File: src/rtl/mux_pkg.sv
// Shared lane geometry and FSM state encoding for the 4:1 unstriping serializer.
package mux_pkg;
    localparam int LANES = 4;
    localparam int WIDTH = 8;

    typedef enum logic {
        IDLE = 1'b0,
        SEND = 1'b1
    } state_t;
endpackage

File: src/rtl/mux_lane_hold.sv
// Holding register for lanes 1..3 of an accepted group (byte plus valid bit per lane).
module mux_lane_hold
    import mux_pkg::*;
(
    input  logic                            clk,
    input  logic                            reset,
    input  logic                            load,
    input  logic [LANES-2:0][WIDTH-1:0]     data_d,
    input  logic [LANES-2:0]                vld_d,
    output logic [LANES-2:0][WIDTH-1:0]     data_q,
    output logic [LANES-2:0]                vld_q
);

    always_ff @(posedge clk) begin
        if (reset) begin
            data_q <= '0;
            vld_q  <= '0;
        end else if (load) begin
            data_q <= data_d;
            vld_q  <= vld_d;
        end
    end

endmodule

File: src/rtl/mux4x1_unstripe.sv
// Serializes a 4-lane byte group onto one byte stream, lane 0 first, one lane per clock.
//   state | meaning
//   IDLE  | no group in flight, outputs parked at 00/0/0, ready=1
//   SEND  | emitting lane cnt of the held group; ready only on the last lane
module mux4x1_unstripe
    import mux_pkg::*;
(
    input  logic             clk,
    input  logic             reset,
    input  logic [WIDTH-1:0] in0,
    input  logic [WIDTH-1:0] in1,
    input  logic [WIDTH-1:0] in2,
    input  logic [WIDTH-1:0] in3,
    input  logic [LANES-1:0] valid_in,
    output logic             ready,
    output logic [WIDTH-1:0] out,
    output logic             valid_out,
    output logic [1:0]       lane_idx,
    output logic             drop_err
);

    state_t                        state, state_d;
    logic [1:0]                    cnt, cnt_d;
    logic [WIDTH-1:0]              out_d;
    logic                          valid_d;
    logic [1:0]                    lane_d;
    logic                          offer, accept;
    logic [LANES-2:0][WIDTH-1:0]   hold_data;
    logic [LANES-2:0]              hold_vld;
    logic [WIDTH-1:0]              sel_data;
    logic                          sel_vld;

    assign offer  = |valid_in;
    assign ready  = (state == IDLE) || (cnt == 2'd3);
    assign accept = offer && ready;

    mux_lane_hold u_hold (
        .clk    (clk),
        .reset  (reset),
        .load   (accept),
        .data_d ({in3, in2, in1}),
        .vld_d  (valid_in[LANES-1:1]),
        .data_q (hold_data),
        .vld_q  (hold_vld)
    );

    always_ff @(posedge clk) begin
        if (reset) begin
            state     <= IDLE;
            cnt       <= 2'd0;
            out       <= '0;
            valid_out <= 1'b0;
            lane_idx  <= 2'd0;
            drop_err  <= 1'b0;
        end else begin
            state     <= state_d;
            cnt       <= cnt_d;
            out       <= out_d;
            valid_out <= valid_d;
            lane_idx  <= lane_d;
            drop_err  <= drop_err | (offer & ~ready);
        end
    end

    always_comb begin
        state_d = state;
        case (state)
            IDLE:    if (accept) state_d = SEND;
            SEND:    if (cnt == 2'd3 && !accept) state_d = IDLE;
            default: state_d = IDLE;
        endcase
    end

    // Held lane cnt+1 is the next one onto the wire.
    always_comb begin
        sel_data = '0;
        sel_vld  = 1'b0;
        case (cnt)
            2'd0: begin sel_data = hold_data[0]; sel_vld = hold_vld[0]; end
            2'd1: begin sel_data = hold_data[1]; sel_vld = hold_vld[1]; end
            2'd2: begin sel_data = hold_data[2]; sel_vld = hold_vld[2]; end
            default: begin sel_data = '0; sel_vld = 1'b0; end
        endcase
    end

    // Invalid lanes still take their slot but present 00.
    always_comb begin
        out_d   = '0;
        valid_d = 1'b0;
        lane_d  = 2'd0;
        cnt_d   = 2'd0;
        if (accept) begin
            out_d   = valid_in[0] ? in0 : '0;
            valid_d = valid_in[0];
        end else if (state == SEND && cnt != 2'd3) begin
            cnt_d   = cnt + 2'd1;
            lane_d  = cnt + 2'd1;
            out_d   = sel_vld ? sel_data : '0;
            valid_d = sel_vld;
        end
    end

endmodule

File: config.mk
export PLATFORM = sky130hd
export DESIGN_NAME = mux4x1_unstripe
export DESIGN_NICKNAME = d
export VERILOG_FILES = /design/src/rtl/mux_pkg.sv /design/src/rtl/mux_lane_hold.sv /design/src/rtl/mux4x1_unstripe.sv
export SDC_FILE = /design/constraint.sdc
export NUM_CORES = 1
export LEC_CHECK = 0
export ABC_AREA = 1
export CORE_MARGIN = 2
export CORE_UTILIZATION = 30
export CTS_CLUSTER_DIAMETER = 50
export DETAILED_ROUTE_END_ITERATION = 7
export GPL_ROUTABILITY_DRIVEN = 0
export PLACE_DENSITY_LB_ADDON = 0.08
export SETUP_SLACK_MARGIN = 0.3
export SKIP_CTS_REPAIR_TIMING = 1
export SLEW_MARGIN = 30
export SYNTH_ARGS = -nofsm -noshare
export SYNTH_HDL_FRONTEND = slang
export SYNTH_SLANG_ARGS = --single-unit
File: constraint.sdc
create_clock -name clk -period 3.05 [get_ports clk]
set_clock_uncertainty 0.15 [all_clocks]
set_input_delay 0.4575 -clock clk [delete_from_list [all_inputs] [get_ports clk]]
set_output_delay 0.4575 -clock clk [all_outputs]
set_load 0.01 [all_outputs]
# After elaboration in Yosys (flattened, before gate mapping)
# Cells that the tools add are included.
# totals
ff_bits,40
output_inout_bits,13
# op_classes
add_sub_neg,1
n_eq_ne,4
muxes,11
n_bitwise,5
reduce_logical,8
# op_table
operator,n
8-bit two-way mux,4
8-bit one-hot mux with 3 select lines,1
"2-bit == test, second input constant",2
1-bit two-way mux,4
4-bit OR reduction,1
1-bit logical AND,3
1-bit NOT,3
1-bit one-hot mux with 3 select lines,1
3-bit OR reduction,1
"2-bit by 1-bit adder with 2-bit output, second input constant",1
"2-bit by 1-bit == test with 1-bit output, second input constant",1
2-bit logical NOT,1
"2-bit inequality test, second input constant",1
1-bit one-hot mux with 2 select lines,1
1-bit bitwise AND,1
1-bit logical NOT,1
1-bit logical OR,1
1-bit OR,1

# Longest topological paths before layout
# depth
word_depth,7
ltp_mapped,7
mapped_depth_nobuf,6

# Modules after synthesis
# From an unflattened synthesis, not the netlist that was laid out.
# unflattened
hier_cells,282
hier_area_um2,2063.2
# by_module_without_submodules
mod,instances,cells_each,area_per_inst_um2,seq_area_each_um2
mux_lane_hold,1,171,1237.4,540.5
mux4x1_unstripe,1,111,825.8,260.2

# Least setup slack after synthesis
# OpenSTA, ideal clock, no wires.
# synth_path
kind,register -> output
start,register cnt[0]
end,output port ready
t_arrival_ns,0.962
required_time_ns,2.442
slack_ns,1.480
stages_incl_launch_ff,5
cell_sequence,dfxtp_1 > ha_1 > nor2_1 > inv_2 > buf_2
# synth_via
elab_chain_len,2
# synth_rtl
item,line,text
start: declaration,mux4x1_unstripe.sv:23,"logic [1:0] cnt, cnt_d;"
start signal: assignment,mux4x1_unstripe.sv:57,cnt <= cnt_d;
2-bit == test,mux4x1_unstripe.sv:34,assign ready = (state == IDLE) || (cnt == 2'd3);
1-bit logical OR,mux4x1_unstripe.sv:34,
end: declaration,mux4x1_unstripe.sv:15,"output logic ready,"
# No other way between the ends.

# Worst setup path after layout
# Same ends and word-level chain as after synthesis.

==> metrics.md <==
| Metric | Value |
|---|---|
| Status | finished, final reports clean |
| Reg2Reg Setup Slack | 1.03 ns |
| Final setup viols | 0 |
| Yosys warnings | 0 |
| Vias post-DR | around 1600 |
| Max-capacitance violation count | 0 |
| Rel. slew slack | 0.536 |
| Grt peak-use layer | met2 |
| Synthesized flop and latch total | 40 |
| Clock sink total | 40 |
| Initial antenna violation count | 0 |
| Fin. Hold Viols | 0 |
| Most frequent cells in the layout | clkdlybuf4s50_1 (49), nand2_1 (45), nand3_1 (43) |
| Num CTS Buffers | 5 |
| Routed Antenna Nets | 0 |
| Clock slew at reported path FFs | 0.08 ns |
| Worst r2r src | cnt[0]$_SDFF_PP0_ |
| Leak Pwr | 0.914 nW |
| Hold EP | u_hold.data_q[3]$_SDFFE_PP0P_ |
| Residual DRC count | 0 |
| Worst-Skew Late Latency | 0.29 ns |
| Largest net degree at the start of global routing | 40 |
| Die width | 84.4 um |
| Drt first-iter violations | 86 |
| Synth-to-layout area growth | 29.4% |
| R2R Path End | u_hold.data_q[1]$_SDFFE_PP0P_ |
| Max Fclk | between 400 and 500 MHz |
| Tightest Pin Transition | 0.696 ns |
| WHS Path Cells | 2 |
| Ports | 51 |
| First-pass GRT wire length | 8.22 mm |
| H-tree Lvls | 2 |
| CP max FO | 11 |
| Die area | 7120 um^2 |
| Clock root cell | clkbuf_8 |
| Maximum buffer depth of the clock tree | 2 |
| Routed len/inst | 14.1 um |
| Core ar. | approximately 6300 um^2 |
| VDD IR max | 0.000169 V |
| Share of cells above drive strength 1 | 0.205 |
| IO Port Bufs | 50 |
| Setup_tns | 0 ns |
| Fillers | a little over 700 |
| Fin Hold WS | 0.318 ns |
| Worst Hold Class | reg -> reg |
| Area of the multi-input gates | 976 um^2 |
| Reg area | around 800 um^2 |
| Core Rows | 29 |
| Pins over their slew limit | 0 |
| DP Wirelength | about 3.3 mm |
| Tmin final | approximately 2.3 ns |
| Synth cell types | 20 |
| Met1 global-route usage | 0.205 |
| Grt ovf | 0 |
| Antenna diode count | 0 |
| Gate Count Post-Synth | 231 |
| RSZ-0062 raised after global routing | no |
| Vias in the first global route | between 1500 and 2000 |
| Die Ht | 84.4 um |
| GRT Total Usage | 0.143 |
| Mean Syn Cell Area | 8.40 um^2 |
| Met2 GRT Util | 0.218 |
| Met3 Use GR | 0.0324 |
| Synthesized cell area | 1940 um^2 |
| Startpoint types | register |
| Initial Utilization | 0.307 |
| Tcrit/Tclk final | 0.758 |
| Worst Hold Launch | u_hold.data_q[3]$_SDFFE_PP0P_ |
| Most common cell after layout, fill and taps aside | clkdlybuf4s50_1 |
| DRT Wirelength | 4.93 mm |
| Placed cells | 343 |
| Cell Pwr Density | 463 nW/um^2 |
| Vias per cell | around 4.7 |
| Nets | around 320 |
| Crit end category | output port |
| Post-Layout Cell Count | 350 |
| CP arrival | 1.70 ns |
| Synth Net Count | 273 |
| CP required | between 2 and 2.5 ns |
| WS Path Type | reg -> out |
| First-pass iteration count of the detailed router | 4 |
| Register area share after synthesis | 0.413 |
| Worst r2r path cells | 8 |
| CTS tree | yes |
Yosys cell counts:
cell      instances  area [um^2]
a21oi_2          20          175
clkbuf_1          2         7.51
buf_4             4         30.0
nor2_4            1         11.3
a31oi_1           1         6.26
nand2_1          45          169
a21oi_1          17         85.1
buf_6             2         22.5
nand3_1          43          215
buf_12            2         40.0
inv_1             5         18.8
nand3b_1          8         60.1
nand2_2          20          125
dfxtp_1          40          801
buf_2             8         40.0
nand2_8           2         40.0
ha_1              4         50.1
inv_2             1         3.75
nor2_1            5         18.8
nor2_8            1         20.0
layout make-up:
type	count	area share
multi-input cells	167	0.389
well taps	77	0.0384
flip-flops and latches	40	0.319
repair buffers	53	0.206
inverters	6	0.00897
clock buffers	7	0.0384
sequential cells by signal, summed over array words and instances (netlist names):
signal	cells
drop_err	1
out	8
u_hold.vld_q	3
cnt	2
u_hold.data_q	24
valid_out	1
state	1
critical path: stages (launching register included):
cell             delay [ns]
dfxtp_1                0.42
ha_1                   0.19
nor2_1                 0.05
buf_4                  0.17
inv_2                  0.06
clkdlybuf4s50_1        0.52
power breakdown:
part | switching [W] | total [W] | internal (W) | leakage, nW
registers | 0.0000176 | 0.000569 | 0.000552 | 0.329
clock network | 0.000190 | 0.000391 | 0.000202 | 0.0503
logic | 0.000102 | 0.000201 | 0.0000988 | 0.535
total | 0.000309 | 0.00116 | 0.000852 | 0.914
logic make-up after synthesis:
kind of cell	after synthesis	synth area share
AND/OR/NAND/NOR	125	0.340
adder cells (fa/ha/maj)	4	0.0258
buffers and inverters	24	0.0839
flip-flops	40	0.413
AO/OA/AOI/OAI	38	0.137
layer usage:
| metal | vias to the layer above | routed length, um |
|---|---|---|
| met5 | - | 0 |
| met4 | 0 | 35 |
| met3 | 4 | 223 |
| met2 | 33 | 2170 |
| met1 | 756 | 2510 |
| li1 | 847 | - |
worst max path at each step:
| stage | from | slack, ns | cells after the start | to |
|---|---|---|---|---|
| after floorplan | cnt[0]$_SDFF_PP0_ | 1.48 | 4 | ready |
| after global placement | valid_in[0] | 0.82 | 6 | u_hold.data_q[8]$_SDFFE_PP0P_ |
| after detailed placement | valid_in[0] | 0.79 | 6 | u_hold.data_q[3]$_SDFFE_PP0P_ |
| after CTS | cnt[0]$_SDFF_PP0_ | 0.71 | 5 | ready |
| after global routing | cnt[0]$_SDFF_PP0_ | 0.63 | 5 | ready |
| final | cnt[0]$_SDFF_PP0_ | 0.74 | 5 | ready |
stage by stage:
step	total power, W	instance area (um^2)	util	setup WS (ns)
2_1_floorplan	0.000705	1940	-	1.48
3_3_place_gp	0.000785	2410	0.382	0.819
3_5_place_dp	0.000785	2410	0.382	0.789
4_1_cts	0.00117	2510	0.398	0.711
5_1_grt	0.00122	2510	0.398	0.627
6_report	0.00116	2510	0.398	0.738
(Power assumes the default switching activity.)
